`config.mk`:
```
export PLATFORM = sky130hd
export DESIGN_NAME = mux4_rr_scan
export DESIGN_NICKNAME = d
export VERILOG_FILES = /design/src/rtl/mux4_rr_pkg.sv /design/src/rtl/rr_pick4.sv /design/src/rtl/mux4_rr_scan.sv
export SDC_FILE = /design/constraint.sdc
export NUM_CORES = 1
export LEC_CHECK = 0
export ABC_AREA = 1
export CORE_MARGIN = 4
export CORE_UTILIZATION = 53
export DETAILED_ROUTE_END_ITERATION = 8
export PLACE_DENSITY_LB_ADDON = 0.2
export REMOVE_ABC_BUFFERS = 1
export SLEW_MARGIN = 20
export SYNTH_ARGS = -nofsm -noshare
export SYNTH_HDL_FRONTEND = slang
export SYNTH_SLANG_ARGS = --single-unit
```
`constraint.sdc`:
```
create_clock -name clk -period 3.9 [get_ports clk]
set_clock_uncertainty 0.2 [all_clocks]
set_input_delay 0.78 -clock clk [delete_from_list [all_inputs] [get_ports clk]]
set_output_delay 0.78 -clock clk [all_outputs]
set_load 0.02 [all_outputs]
```
`src/rtl/mux4_rr_pkg.sv`:
```
// Shared types and the round-robin winner function for the 4-channel mux scan controller.
package mux4_rr_pkg;

   localparam int NUM_CH = 4;

   typedef enum logic [1:0] {
      IDLE   = 2'd0,
      SETTLE = 2'd1,
      HOLD   = 2'd2
   } state_e;

   // Scans from last_grant+1 upward and wraps, so the previous winner is checked last.
   function automatic logic [1:0] next_grant(input logic [NUM_CH-1:0] req,
                                             input logic [1:0]        last_grant);
      logic [1:0] idx;
      logic [1:0] win;
      win = last_grant;
      for (int i = NUM_CH; i >= 1; i--) begin
         idx = last_grant + 2'(i);
         if (req[idx]) win = idx;
      end
      return win;
   endfunction

endpackage

```
`src/rtl/rr_pick4.sv`:
```
// Combinational round-robin picker: winner among four requests, searching after the last grant.
module rr_pick4
   import mux4_rr_pkg::*;
(
   input  logic [NUM_CH-1:0] req_i,
   input  logic [1:0]        last_grant_i,
   output logic [1:0]        grant_o,
   output logic              any_req_o
);

   assign grant_o   = next_grant(req_i, last_grant_i);
   assign any_req_o = |req_i;

endmodule

```
`src/rtl/mux4_rr_scan.sv`:
```
// Round-robin scan controller: drives the 4:1 mux select, waits for settling, samples mux_z
// and presents the bit with its channel on a valid/ready port, pulsing ack to the served channel.
//
//   state  | meaning
//   IDLE   | waiting for any request; sel holds its last value
//   SETTLE | sel driven, counting down settle time before sampling mux_z
//   HOLD   | sample presented on out_*, waiting for out_ready
module mux4_rr_scan
   import mux4_rr_pkg::*;
#(
   parameter int SETTLE_CYCLES = 1,
   parameter int CNT_W         = 4
) (
   input  logic              clk,
   input  logic              rst,
   input  logic [NUM_CH-1:0] req,
   output logic [1:0]        sel,
   input  logic              mux_z,
   output logic [NUM_CH-1:0] ack,
   output logic              out_valid,
   input  logic              out_ready,
   output logic              out_data,
   output logic [1:0]        out_chan
);

   state_e            state_q, state_d;
   logic [CNT_W-1:0]  cnt_q, cnt_d;
   logic [1:0]        sel_q, sel_d;
   logic [1:0]        last_grant_q, last_grant_d;
   logic [NUM_CH-1:0] ack_q, ack_d;
   logic              out_valid_q, out_valid_d;
   logic              out_data_q, out_data_d;
   logic [1:0]        out_chan_q, out_chan_d;

   logic [1:0]        grant;
   logic              any_req;

   rr_pick4 u_pick (
      .req_i        (req),
      .last_grant_i (last_grant_q),
      .grant_o      (grant),
      .any_req_o    (any_req)
   );

   always_ff @(posedge clk or posedge rst) begin
      if (rst) begin
         state_q      <= IDLE;
         cnt_q        <= '0;
         sel_q        <= '0;
         last_grant_q <= 2'd3;
         ack_q        <= '0;
         out_valid_q  <= 1'b0;
         out_data_q   <= 1'b0;
         out_chan_q   <= '0;
      end else begin
         state_q      <= state_d;
         cnt_q        <= cnt_d;
         sel_q        <= sel_d;
         last_grant_q <= last_grant_d;
         ack_q        <= ack_d;
         out_valid_q  <= out_valid_d;
         out_data_q   <= out_data_d;
         out_chan_q   <= out_chan_d;
      end
   end

   always_comb begin
      state_d      = state_q;
      cnt_d        = cnt_q;
      sel_d        = sel_q;
      last_grant_d = last_grant_q;
      ack_d        = '0;
      out_valid_d  = out_valid_q;
      out_data_d   = out_data_q;
      out_chan_d   = out_chan_q;

      case (state_q)
         IDLE: begin
            if (any_req) begin
               sel_d   = grant;
               cnt_d   = CNT_W'(SETTLE_CYCLES - 1);
               state_d = SETTLE;
            end
         end
         SETTLE: begin
            if (cnt_q != '0) begin
               cnt_d = cnt_q - CNT_W'(1);
            end else begin
               out_data_d   = mux_z;
               out_chan_d   = sel_q;
               out_valid_d  = 1'b1;
               ack_d        = NUM_CH'(1) << sel_q;
               last_grant_d = sel_q;
               state_d      = HOLD;
            end
         end
         HOLD: begin
            if (out_valid_q && out_ready) begin
               out_valid_d = 1'b0;
               state_d     = IDLE;
            end
         end
         default: state_d = IDLE;
      endcase
   end

   assign sel       = sel_q;
   assign ack       = ack_q;
   assign out_valid = out_valid_q;
   assign out_data  = out_data_q;
   assign out_chan  = out_chan_q;

endmodule
```
==> run_results.csv, run 1 <==
group,metric,value,unit
finish,multi_input_area,395,µm²
worst_setup_path,end_kind,"output pin",
yosys,synth_area,936,µm²
finish,stdcell_count,166,
sta,holdWs,0.285,ns
worst_hold_path,min_path_cells,2,
global_route,grt_max_degree,19,
finish,n_antenna_cell,0,
worst_setup_path,cp_max_fo,5,
placed_design,gp_congestion,0.865,
global_route,grt_util_all_layers,17.6,%
finish,fill_cells,126,
clock_network,cts_tree,"built",
worst_setup_path,path_class,"register to output pin",
route,drc,0,
sta,fin_ws,1.55,ns
power_and_ir_drop,ir_drop,0.000600,V
finish,area_growth,24.1,%
placed_design,dp_slack,1.65,ns
clock_network,cts_htree_levels,1,
worst_setup_path,path_cells,"clkdlybuf4s50_1",
sta,rsz0062_at_grt,"false",
worst_setup_path,cp-start-kind,"register",
yosys,yosysWarnings,0,
sta,tightest_slew,0.657,ns
route,avgViaCountPerCell,4.87,
route,vias,808,
die,core,0.00159,mm²
placed_design,place_hpwl,1500,µm
worst_setup_path,cp.arrival,1.37,ns
yosys,netlist.area_leader.share,42.8,%
global_route,antenna_found_initial,0,
die,die-area,0.00250,mm²
clock_network,clockRootBuffer,"clkbuf_4",
power_and_ir_drop,power_density,838,mW/mm²
finish,drive_gt1_share,12.7,%
placed_design,placed_area,0.00112,mm²
finish,final-seq-area,453,µm²
finish,fin_area,0.00116,mm²
clock_network,clk_latency,0.30,ns
clock_network,clk_pin_slew_worst_paths,0.10,ns
clock_network,numCtsBuffers,3,
power_and_ir_drop,leakage,0.601,nW
yosys,synthTopCellsByArea,"dfrtp_1, nand2_1, nor2_1, dfstp_2, inv_1",
yosys,yosysSeqAreaShare,48.4,%
yosys,synthCells,122,
global_route,grt_pass1_vias,762,
job,drv_cap,0,
yosys,yosys.area.top_type,"dfrtp_1",
die,start_util,58.7,%
die,ioPinCount,18,
sta,post-route-min-period,2.35,ns
sta,fin_crit_sh,60.2,%
clock_network,ctsLongestPathBuffers,2,
sta,finalMaxSlewViolations,0,
die,die_y,50.0,µm
worst_hold_path,whs_endpoint,"out_data$_DFFE_PP0P_",
worst_setup_path,critPathMaxStageDelay,0.63,ns
sta,final.setup.tns,0,ns
global_route,grt_remaining_overflow,0,
placed_design,io_buffers,17,
route,drt_iter0_drc,5,
route,wl_per_cell,11.6,µm
worst_setup_path,worstReg2RegStart,"cnt_q[0]$_DFFE_PP0P_",
worst_setup_path,crit_required,2.92,ns
yosys,netlist-cell-type-count,20,
sta,slew_headroom,56.1,%
worst_setup_path,r2r_slack,2.16,ns
clock_network,ctsHoldBuffers,0,
yosys,syn_area_per_cell,7.67,µm²
global_route,grt_pass1_wl,3330,µm
die,rows,14,
route,firstDrtPassIters,4,
clock_network,cts.repair.resized,0,
worst_setup_path,crit_slowest_cell,"clkdlybuf4s50_1",
worst_setup_path,r2r_cells,7,
worst_setup_path,crit_family,"buffers and inverters",
sta,max_freq,426,MHz
die,die_w,50.0,µm
yosys,ys_ff_latch,18,
worst_hold_path,hold_start,"out_data$_DFFE_PP0P_",
route,wirelength,1920,µm
sta,finalSetupViolCount,0,
route,ant_nets,0,
worst_hold_path,hold_path.class,"register to register",
status,outcome,"complete, no violations",
placed_design,dp.cells,162,
finish,fin_nets,153,
worst_setup_path,reg2reg_to,"out_chan[0]$_DFFE_PP0P_",
clock_network,post-cts-setup-buffers,0,
sta,hold_viol_final,0,
worst_setup_path,crit_buf_inv,1,
clock_network,cts_sinks,18,
==> cells in the final DEF, fill, tap and decap left out, types with 2 or more instances in the layout <==
cell             instances
clkdlybuf4s50_1         17
nand2_1                 38
dfstp_2                  2
inv_2                    4
nor3_1                   2
dfrtp_1                 16
o21ai_0                  5
nor2_1                  16
clkbuf_4                 3
a21oi_1                  2
ha_1                     2
nand2_2                  5
nand3_1                  8
inv_1                   14
==> stage by stage <==
step	util (%)	total power, mW
3_5_place_dp	70.6	0.864
5_1_grt	72.8	1.06
6_report	72.8	0.973
3_3_place_gp	70.6	0.845
4_1_cts	72.8	0.981
2_1_floorplan	-	0.698
==> Yosys cell counts (all sizes together) <==
cell and count:
a21oi 2, and3 1, buf 1, dfrtp 16, dfstp 2, ha 2, inv 19, nand2 43
nand3 9, nand3b 1, nand4 1, nor2 16, nor3 3, o21ai 6
==> how the worst max path moves through the flow <==
stage	from	cells past startpoint	end	slack [ns]
2_1_floorplan	req[1]	10	sel[0]$_DFFE_PP0P_	2.24
3_5_place_dp	req[3]	8	sel[1]$_DFFE_PP0P_	1.65
4_1_cts	sel[1]$_DFFE_PP0P_	1	sel[1]	1.54
5_1_grt	sel[1]$_DFFE_PP0P_	1	sel[1]	1.47
6_report	sel[1]$_DFFE_PP0P_	1	sel[1]	1.55
3_3_place_gp	req[3]	8	sel[1]$_DFFE_PP0P_	1.72
==> kinds of logic (layout without fill, tap and decap cells) <==
family / after synthesis / after routing / share of synthesized area, %
AND/OR/NAND/NOR: 74 / 74 / 35.3
buffers and inverters: 20 / 40 / 9.36
flip-flops: 18 / 18 / 48.4
AO/OA/AOI/OAI: 8 / 8 / 4.28
adder cells (fa/ha/maj): 2 / 2 / 2.67
==> area by class of cell <==
| class | count | area share (%) |
|---|---|---|
| Tap cell | 24 | 2.59 |
| Clock buffer | 4 | 3.13 |
| Multi-Input combinational cell | 84 | 34.1 |
| Sequential cell | 18 | 39.0 |
| Inverter | 19 | 6.57 |
| Timing Repair Buffer | 17 | 14.7 |
==> metal layers <==
metal	vias up	GRT usage [%]	share of wire [%]
li1	414	-	-
met4	0	8.29	3.0
met5	-	0	0
met2	22	28.5	48
met3	7	5.12	5.1
met1	365	21.2	44
==> power by group <==
group | switching (mW) | internal [mW]
Combinational | 0.322 | 0.202
Clock | 0.0562 | 0.0570
Sequential | 0.0656 | 0.271
==> state kept, by name, indices dropped and copies added (netlist names) <==
register and cells:
out_data 1, out_valid 1, sel 2, state_q 2, ack 4, cnt_q 4
last_grant_q 2, out_chan 2
(Power assumes the default switching activity.)
==> run 2: changes to the inputs <==
CORE_UTILIZATION = 45   (was 53)
clock period = 2.1 ns   (was 3.9 ns; I/O delays follow)
==> run 2 against run 1 <==
Net effect: highest routed layer unchanged; largest power group unchanged; die area up 15%; via count decreased by 3.3%; critical path type unchanged; worst setup slack worse by 1.5 ns; cell area up 0.97%; clock power up 92%; routed wire length fell by 6.6%; total power increased by 85%; non-clock buffer count increased by 1; final cell count grew 2.4%; combinational power up 83%.
==> run_results.csv, run 2 (synthesis gave the netlist of run 1 again) <==
group,metric,value,unit
route,ant_nets,0,
route,drt_iter0_drc,9,
worst_setup_path,crit_required,1.48,ns
finish,fill_cells,183,
power_and_ir_drop,combPwrFrac,53.1,%
global_route,antenna_found_initial,0,
power_and_ir_drop,switchingPower,0.817,mW
global_route,grt_pass1_vias,704,
finish,mostFrequentLayoutCells,"nand2_1, clkdlybuf4s50_1, nor2_1, dfrtp_1, inv_1",
sta,post-route-min-period,2.00,ns
placed_design,dp.cells,166,
clock_network,clk_pin_slew_worst_paths,0.11,ns
clock_network,ctsLongestPathBuffers,2,
sta,finalMaxSlewViolations,0,
worst_setup_path,end_kind,"output pin",
die,die-area,0.00287,mm²
route,top_layer,"met4",
worst_setup_path,cp-start-kind,"register",
worst_setup_path,crit_path_start,"sel[0]$_DFFE_PP0P_",
die,die_y,53.6,µm
worst_setup_path,crit_family,"buffers and inverters",
status,outcome,"complete, no violations",
die,start_util,47.7,%
power_and_ir_drop,clkPwrFrac,12.0,%
sta,tightest_slew,0.307,ns
worst_setup_path,worstReg2RegStart,"cnt_q[0]$_DFFE_PP0P_",
finish,area_growth,25.3,%
clock_network,cts.repair.resized,0,
route,wirelength,1800,µm
sta,rsz0062_at_grt,"false",
clock_network,cts_sinks,18,
route,avgViaCountPerCell,4.59,
clock_network,clk_latency,0.29,ns
job,drv_cap,0,
worst_setup_path,cp_max_fo,5,
worst_hold_path,hold_path.class,"input port to asynchronous set/reset pin",
placed_design,gp_congestion,0.809,
finish,final-seq-area,453,µm²
power_and_ir_drop,power_density,1540,mW/mm²
worst_setup_path,critPathMaxStageDelay,0.64,ns
route,wl_met1,841,µm
finish,fin_nets,154,
worst_setup_path,crit_buf_inv,1,
global_route,grt_pass1_wl,3060,µm
worst_setup_path,path_cells,"clkdlybuf4s50_1",
placed_design,dp_slack,0.203,ns
placed_design,place_hpwl,1430,µm
clock_network,ctsHoldBuffers,0,
finish,multi_input_area,395,µm²
worst_setup_path,cp.arrival,1.38,ns
finish,drive_gt1_share,13.3,%
clock_network,post-cts-setup-buffers,0,
global_route,grt_remaining_overflow,0,
route,route.met3.wl,57,µm
sta,slew_headroom,79.5,%
sta,fin_ws,0.101,ns
die,ioPinCount,18,
sta,final.setup.tns,0,ns
sta,fin_crit_sh,95.2,%
power_and_ir_drop,leakage,0.606,nW
route,firstDrtPassIters,4,
finish,final_common_cell,"nand2_1",
worst_setup_path,crit_slowest_cell,"clkdlybuf4s50_1",
clock_network,cts_htree_levels,1,
sta,finalSetupViolCount,0,
sta,holdWs,0.228,ns
power_and_ir_drop,switching_share,45.3,%
global_route,grt_util_all_layers,14.7,%
die,die_w,53.6,µm
clock_network,clockRootBuffer,"clkbuf_4",
placed_design,io_buffers,17,
finish,final_core_utilization,59.8,%
finish,stdcell_count,170,
power_and_ir_drop,p_int,0.986,mW
route,drc,0,
worst_setup_path,path_class,"register to output pin",
sta,hold_viol_final,0,
route,wl_per_cell,10.6,µm
sta,max_freq,500,MHz
clock_network,numCtsBuffers,3,
power_and_ir_drop,ir_drop,0.000879,V
global_route,grt_max_degree,19,
power_and_ir_drop,power_frac_seq,34.9,%
die,core,0.00196,mm²
route,route.met2.wl,878,µm
clock_network,cts_tree,"built",
die,rows,16,
route,vias,781,
finish,n_antenna_cell,0,
## run 2: cell types whose count changed in the layout (fill, tap and decap cells not counted)
| cell | change |
|---|---|
| buf_4 | +1 |
## run 2: final timing paths
kind	to	slack, ns	cells after the start
hold reg to reg	out_data$_DFFE_PP0P_	0.29	2
max in group asynchronous	last_grant_q[1]$_DFFE_PP1P_	1.21	3
min in group clk	out_data$_DFFE_PP0P_	0.29	2
setup / recovery	sel[0]	0.10	1
setup reg to reg	out_chan[0]$_DFFE_PP0P_	0.39	7
hold / removal	state_q[0]$_DFFE_PP0P_	0.23	3
## run 2: metrics by stage
step / area, µm² / total power, mW
floorplan: 925 / 1.30
global placement: 1140 / 1.57
detailed placement: 1140 / 1.60
CTS: 1170 / 1.82
global route: 1170 / 1.98
finish: 1170 / 1.80
## run 2: routing by layer
| layer | vias to the layer above | global-route usage [%] |
|---|---|---|
| met3 | 2 | 1.94 |
| li1 | 420 | - |
| met2 | 12 | 23.1 |
| met5 | - | 0 |
| met1 | 347 | 19.6 |
| met4 | 0 | 7.66 |
## run 2: cell type report
class                           instances  area share (%)
Clock buffer                            4            3.09
Inverter                               19            6.51
Multi-Input combinational cell         84            33.7
Sequential cell                        18            38.6
Tap cell                               27            2.88
Timing Repair Buffer                   18            15.2
## run 2: power groups by stage
stage          clock [mW]  combinational [mW]  sequential, mW
6_report            0.217               0.957           0.629
3_5_place_dp            0               0.964           0.640
4_1_cts             0.218               0.971           0.632
3_3_place_gp            0               0.938           0.632
5_1_grt             0.235                1.10           0.648
2_1_floorplan           0               0.596           0.700
## run 2: tightest hold or removal path: stages
cell	delay (ns)
clkdlybuf4s50_1	0.40
inv_1	0.05
buf_4	0.24
==> run 3: changes to the inputs <==
ABC_AREA = default   (was 1)
CORE_UTILIZATION = 43   (was 45)
==> run 3 against run 2 <==
Net effect: first-iteration DRC count down 44%; total power down 13%; area after synthesis down 11%; maximum frequency down 0.94%; synthesized cell count down 39%; worst hold slack worse by 0.0037 ns; via count down 17%; cell area down 6.5%; clock power down 7%; non-clock buffer count up 2; sequential share of layout area up 2.8 points; critical path depth unchanged; critical path type unchanged.
==> run_results.csv, run 3 <==
group,metric,value,unit
status,outcome,"complete, no violations",
yosys,synthTopCellsByArea,"dfrtp_1, mux2_2, dfstp_2, nor3b_1, ha_1",
yosys,yosysSeqAreaShare,54.6,%
route,ant_nets,0,
worst_setup_path,end_kind,"output pin",
route,wirelength,1550,µm
yosys,synth_most_common_cell,"dfrtp_1",
worst_setup_path,cp.arrival,1.40,ns
route,firstDrtPassIters,4,
sta,max_freq,496,MHz
global_route,grt_max_degree,19,
global_route,top_usage_layer,"met2",
global_route,antenna_found_initial,0,
clock_network,clk_latency,0.29,ns
worst_setup_path,crit_family,"buffers and inverters",
finish,final_common_cell,"clkdlybuf4s50_1",
power_and_ir_drop,total_power,1.56,mW
route,wl_per_cell,12.6,µm
yosys,netlist.area_leader.share,48.3,%
yosys,synth_edf_count,0,
sta,post-route-min-period,2.02,ns
die,rows,15,
worst_setup_path,path_class,"register to output pin",
finish,area_growth,32.1,%
route,drc,0,
power_and_ir_drop,leakage,0.477,nW
sta,finalSetupViolCount,0,
finish,n_antenna_cell,0,
die,ioPinCount,18,
global_route,grtUsageMet3,6.02,%
die,die-area,0.00270,mm²
finish,drive_gt1_share,19.4,%
yosys,yosys_most_used_dff,"dfrtp_1",
job,drv_cap,0,
route,drt_iter0_drc,5,
worst_setup_path,cp_max_fo,8,
power_and_ir_drop,switchingPower,0.569,mW
die,core,0.00178,mm²
sta,finalMaxSlewViolations,0,
finish,mostFrequentLayoutCells,"clkdlybuf4s50_1, dfrtp_1, o21ai_0, mux2_2",
yosys,yosysWarnings,0,
sta,slew_headroom,79.4,%
sta,tightest_slew,0.306,ns
power_and_ir_drop,ir_drop,0.000932,V
sta,fin_ws,0.0824,ns
die,die_w,51.9,µm
yosys,netlist-cell-type-count,29,
global_route,grt_util_all_layers,13.3,%
clock_network,numCtsBuffers,3,
sta,holdWs,0.225,ns
yosys,ys_ff_latch,18,
clock_network,clk_pin_slew_worst_paths,0.09,ns
yosys,synthCells,74,
placed_design,place_hpwl,1180,µm
worst_setup_path,critPathMaxStageDelay,0.65,ns
finish,final_core_utilization,61.5,%
global_route,grt_pass1_wl,2610,µm
route,avgViaCountPerCell,5.26,
placed_design,gp_congestion,0.793,
worst_setup_path,cp-start-kind,"register",
worst_setup_path,crit_slowest_cell,"clkdlybuf4s50_1",
clock_network,cts_htree_levels,1,
sta,final.setup.tns,0,ns
finish,fill_cells,150,
route,vias,647,
power_and_ir_drop,clkPwrFrac,12.9,%
sta,rsz0062_at_grt,"false",
sta,fin_crit_sh,96.1,%
placed_design,dp_slack,0.0918,ns
worst_setup_path,path_cells,"clkdlybuf4s50_1",
global_route,globalRouteMet2Util,21.8,%
global_route,grt_remaining_overflow,0,
yosys,synth_commonest_cells,"dfrtp_1, mux2_2, nor3b_1, o21ai_0",
worst_setup_path,worstReg2RegStart,"cnt_q[0]$_DFFE_PP0P_",
die,die_y,51.9,µm
die,start_util,46.5,%
yosys,syn_area_per_cell,11.2,µm²
global_route,grt_pass1_vias,619,
clock_network,cts_sinks,18,
power_and_ir_drop,power_density,1430,mW/mm²
yosys,ys_async_sr_fraction,100,%
finish,fin_nets,109,
power_and_ir_drop,p_int,0.993,mW
placed_design,io_buffers,17,
clock_network,clockRootBuffer,"clkbuf_4",
sta,hold_viol_final,0,
worst_setup_path,crit_path_start,"sel[0]$_DFFE_PP0P_",
clock_network,cts_tree,"built",
worst_setup_path,crit_buf_inv,1,
clock_network,ctsLongestPathBuffers,2,
power_and_ir_drop,power_frac_seq,39.8,%
worst_hold_path,hold_path.class,"input port to asynchronous set/reset pin",
global_route,met1_usage,15.6,%
yosys,yosys.area.top_type,"dfrtp_1",
power_and_ir_drop,combPwrFrac,47.3,%
power_and_ir_drop,switching_share,36.4,%
worst_setup_path,crit_required,1.48,ns
yosys,synth_area,830,µm²
run 3: metrics by stage:
step                cells  instance area, µm²
detailed placement    119                1050
finish                123                1100
global route          123                1100
CTS                   123                1090
global placement      119                1050
floorplan              74                 830
run 3: layout make-up:
type / count / area [µm²] / area share (%)
well taps: 25 / 31.3 / 2.85
inverters: 4 / 15.0 / 1.37
repair buffers: 20 / 193 / 17.6
flip-flops and latches: 18 / 454 / 41.4
clock buffers: 4 / 36.3 / 3.31
multi-input cells: 52 / 367 / 33.4
run 3: cell families after synthesis:
group | share of synthesized area [%]
muxes | 9.20
buffers and inverters | 1.81
and+or+nand+nor | 19.5
DFF | 54.6
adders and majority gates | 3.02
AOI/OAI and AO/OA | 11.9
run 3: final timing paths:
kind | cells past startpoint | slack (ns) | end
min in group clk | 1 | 0.32 | out_chan[1]$_DFFE_PP0P_
hold / removal | 3 | 0.22 | ack[1]$_DFF_PP0_
max in group asynchronous | 3 | 1.22 | last_grant_q[0]$_DFFE_PP1P_
setup / recovery | 1 | 0.08 | sel[0]
hold reg to reg | 1 | 0.32 | out_chan[1]$_DFFE_PP0P_
setup reg to reg | 5 | 0.22 | out_data$_DFFE_PP0P_
run 3: timing repair:
item | in CTS | in global routing
hold endpoints to repair | 0 | 0
gates resized for setup | 0 | 2
hold buffers | 0 | 0
buffers inserted | 0 | 0
endpoints found under the setup margin | 0 | 5
run 3: routing by layer:
metal | routed length (µm) | up-vias
met3 | 101 | 5
met2 | 751 | 15
li1 | - | 312
met1 | 679 | 315
met4 | 21 | 0
met5 | 0 | -
run 3: power groups by stage:
stage	logic, mW	registers (mW)	clock network, mW
2_1_floorplan	0.407	0.678	0
3_3_place_gp	0.715	0.616	0
3_5_place_dp	0.736	0.623	0
4_1_cts	0.742	0.618	0.210
5_1_grt	0.819	0.650	0.224
6_report	0.739	0.622	0.201
==> variant 1, RTL diff (settings of run 3) <==
`NUM_CH`: 4 -> 3.
--- a/src/rtl/mux4_rr_pkg.sv
+++ b/src/rtl/mux4_rr_pkg.sv
@@ -1,7 +1,7 @@
 // Shared types and the round-robin winner function for the 4-channel mux scan controller.
 package mux4_rr_pkg;
 
-   localparam int NUM_CH = 4;
+   localparam int NUM_CH = 3;
 
    typedef enum logic [1:0] {
       IDLE   = 2'd0,
Interface: changed (resized ack and req); port bits go from 18 to 16. The function was not compared with the original's and may differ.
==> variant 1 against run 3 <==
Area after synthesis decreased by 6.5%. Via count decreased by 8.7%. Design area decreased by 8.7%. Sequential cell count decreased by 1. Wire length decreased by 3.9%. Synthesized cell count decreased by 6.8%. Setup slack improved by 120 ps. Largest power group unchanged. Critical endpoint is now out_valid. Count of clock-buffer cells in the layout unchanged. First-iteration DRC count decreased by 40%. Total power decreased by 6.8%. Core utilization decreased by 3.5 points. Hold slack improved by 13 ps. Sequential power decreased by 4.0%. Critical path type unchanged.
==> variant 1: results <==
[placed_design]
numPortBuffers = 15
gp_routability_congestion = 0.7849
place_ws_ps = 131.7
dp_hpwl_mm = 1.093
dp.cells = 110

[synth]
synth_area_leaders = "sky130_fd_sc_hd__dfrtp_1 48%, sky130_fd_sc_hd__mux2_2 7.3%, sky130_fd_sc_hd__dfstp_2 6.8%"
seq_area_frac_synth_pct = 55.16
synth_mux_area_share_pct = 8.710
synth_adder_area_share_pct = 3.226
ranking_of_synthesized_cells_by_instance_count = "15 x sky130_fd_sc_hd__dfrtp_1, 5 x sky130_fd_sc_hd__inv_1, 5 x sky130_fd_sc_hd__mux2_2"
post_synth.cell_area_avg_um2 = 11.24
synthDistinctLibCells = 25

[final_layout]
multi_input_area_share_pct = 32.62
buffers_excl_clock = 17
final-seq-area_um2 = 427.9
multi_input_cells = 46
post_route_cells_drive_above_1_share_pct = 16.85
nFillCells = 167
finalNetCount = 99
buffer_area_share_pct = 17.00
seq_cells = 17
inverters = 5

[global_routing]
grt_pass1_vias = 600
grt_pass1_wl_mm = 2.663
grt_usage_pct = 14.02

[detailed_routing]
route.final.wire_length_mm = 1.492
dr.first_iter.drc_count = 3
vias_per_cell = 5.184
route.detailed.wl_per_inst_um = 13.09

[pwr]
power_report.internal_total_uw = 900.6
power_per_cell_area_nw_per_um2 = 1455
p_seq_share_pct = 41.0
vdd_ir_drop_max_mv = 0.7676
power.share.combinational_pct = 47.2
power_mw = 1.456
static-leakage-power_nw = 0.4456

[critical_path]
cpPeakStageDelay_ps = 610
cp_max_fo = 4

[sta]
transition_time_at_the_pin_with_the_least_slew_margin_ps = 309.2

[run_status]
run_status = "finished, final reports clean"
[variant 1: changes by cell type in the layout (fill, tap and decap cells not counted), sizes merged, moves of 2 or more]
cell / delta
mux2i: -2
nor2: +2
nand3b: +2
nor2b: -3
dlymetal6s2s: +2
nand3: -3
nand2b: +3
o21ai: -3
or3: +3
or2: -2
a31oi: +2
clkdlybuf4s50: -4
[variant 1: worst paths after layout]
| check | cells past startpoint | from | end | slack [ps] |
|---|---|---|---|---|
| max reg2reg | 5 | cnt_q[0] | out_data | 250 |
| min | 3 | rst | cnt_q[3] | 240 |
| max | 1 | out_valid | out_valid | 200 |
| min in group clk | 1 | out_data | out_data | 300 |
| min reg2reg | 1 | out_data | out_data | 300 |
| max in group asynchronous | 3 | rst | last_grant_q[1] | 1210 |
[variant 1: routing by layer]
layer  GRT usage (%)  share of wire, %  up-vias
met3           4.748               4.7        2
met4           5.830              0.80        0
met2           21.52                51       10
met5               0                 0        -
li1                -                 -      285
met1           17.96                43      294
==> variant 2, RTL diff (flow settings as in run 3) <==
Without the edit above. Encoding of `state_e`: now one-hot (3 bits for 3 states).
--- a/src/rtl/mux4_rr_pkg.sv
+++ b/src/rtl/mux4_rr_pkg.sv
@@ -3,10 +3,10 @@
 
    localparam int NUM_CH = 4;
 
-   typedef enum logic [1:0] {
-      IDLE   = 2'd0,
-      SETTLE = 2'd1,
-      HOLD   = 2'd2
+   typedef enum logic [2:0] {
+      IDLE   = 3'b001,
+      SETTLE = 3'b010,
+      HOLD   = 3'b100
    } state_e;
 
    // Scans from last_grant+1 upward and wraps, so the previous winner is checked last.
Function: same outputs for any inputs over 10 cycles, from zero or initial values and one cycle with rst high; not proved beyond that.
==> variant 2 against run 3 <==
Design area rose by 8.6%. Total power rose by 12%. Critical path type unchanged. Hold slack got worse by 78 ps. Wire length rose by 22%. Largest cell class unchanged. Combinational power rose by 19%. Area after synthesis rose by 14%. Setup slack got worse by 16 ps. Sequential cell count rose by 1. Register-to-register slack got worse by 50 ps.
==> variant 2: results <==
[critical_path]
r2r-end = "out_chan[1]"
ff_to_ff_setup_slack_ps = 170
cp_max_fo = 6
ff2ff_path_depth = 5

[global_routing]
grt_pass1_wl_mm = 3.408
largest_net_degree_at_the_start_of_global_routing = 14
grt_pass1_vias = 766
grt_antenna_before_repair = 0
grt_usage_pct = 16.09

[detailed_routing]
drt_first_pass_iters = 3
detailroute.wirelength.met3_um = 57
met1_length_um = 901
route.detailed.wl_per_inst_um = 13.87
wl_met2_um = 890
vias_per_cell = 5.307

[sta]
max_slew_margin_pct = 72.10
finalHoldWorstSlack_ps = 146.4

[pwr]
vdd_ir_drop_max_mv = 0.6713
static-leakage-power_nw = 0.5281

[synth]
synthDistinctLibCells = 32
synth_area_leaders = "sky130_fd_sc_hd__dfrtp_1 42%, sky130_fd_sc_hd__dfstp_2 8.3%, sky130_fd_sc_hd__mux2_4 6.3%"
seq_area_frac_synth_pct = 50.53
ranking_of_synthesized_cells_by_instance_count = "16 x sky130_fd_sc_hd__dfrtp_1, 8 x sky130_fd_sc_hd__inv_1, 7 x sky130_fd_sc_hd__a21oi_1"

[clock_network]
cts-root-to-sink-buffers = 2

[run_status]
run_status = "finished, final reports clean"

[placed_design]
gp_routability_congestion = 0.8196
placed_area_um2 = 1164
numPortBuffers = 17
dp_hpwl_mm = 1.475

[final_layout]
post_route_cells_drive_above_1_share_pct = 14.55
finalNetCount = 121

[hold_path]
worstHoldPathType = "input port to asynchronous set/reset pin"
==> variant 2: cell types whose count changed in the layout (fill, tap and decap cells not counted), moves of 3 or more <==
cell,delta
sky130_fd_sc_hd__mux2_4,+4
sky130_fd_sc_hd__nand3_1,-3
sky130_fd_sc_hd__a21oi_1,+3
sky130_fd_sc_hd__nor3_1,+3
sky130_fd_sc_hd__mux2_2,-5
sky130_fd_sc_hd__inv_1,+4
==> variant 2: area by class of cell <==
cell class | count | area [µm²]
tap | 27 | 33.78
multi-input combinational | 59 | 427.9
inverter | 8 | 30.03
sequential | 19 | 479.2
timing repair buffer | 20 | 192.7
clock buffer | 4 | 26.28
fill | 172 | 832.0
==> variant 2: routing by layer <==
| layer | vias up | GRT usage (%) |
|---|---|---|
| li1 | 363 | - |
| met1 | 345 | 20.20 |
| met2 | 15 | 25.00 |
| met3 | 4 | 2.145 |
| met4 | 0 | 12.15 |
| met5 | - | 0 |
==> variant 2: worst min-delay path by stage <==
stage	cells after the start	from	endpoint
floorplan	1	rst	ack[0]
global placement	1	cnt_q[0]	cnt_q[0]
detailed placement	1	out_chan[0]	out_chan[0]
CTS	2	rst	out_chan[0]
global route	2	rst	out_chan[0]
finish	2	rst	out_chan[0]
==> variant 2: cells by family (layout without fill, tap and decap cells) <==
logic type | Yosys count | count (layout) | synth area share [%]
fa+ha+maj | 2 | 2 | 2.638
flops | 19 | 19 | 50.53
mux | 7 | 7 | 9.499
buf+inv | 9 | 32 | 4.354
simple gates | 30 | 30 | 20.19
compound gates | 20 | 20 | 12.80
==> variant 2: report_power, final <==
part	internal, mW	switching (mW)
registers	0.529	0.154
clock network	0.0740	0.114
logic	0.462	0.420
total	1.07	0.688
==> variant 2: metrics by stage <==
step / utilization [%] / worst slack, ps / std cells
detailed placement: 57.55 / 28.68 / 133
global placement: 57.55 / 118.1 / 133
finish: 58.85 / 66.23 / 137
floorplan: - / 267.0 / 86
global route: 58.85 / 19.59 / 137
CTS: 58.85 / 54.30 / 137
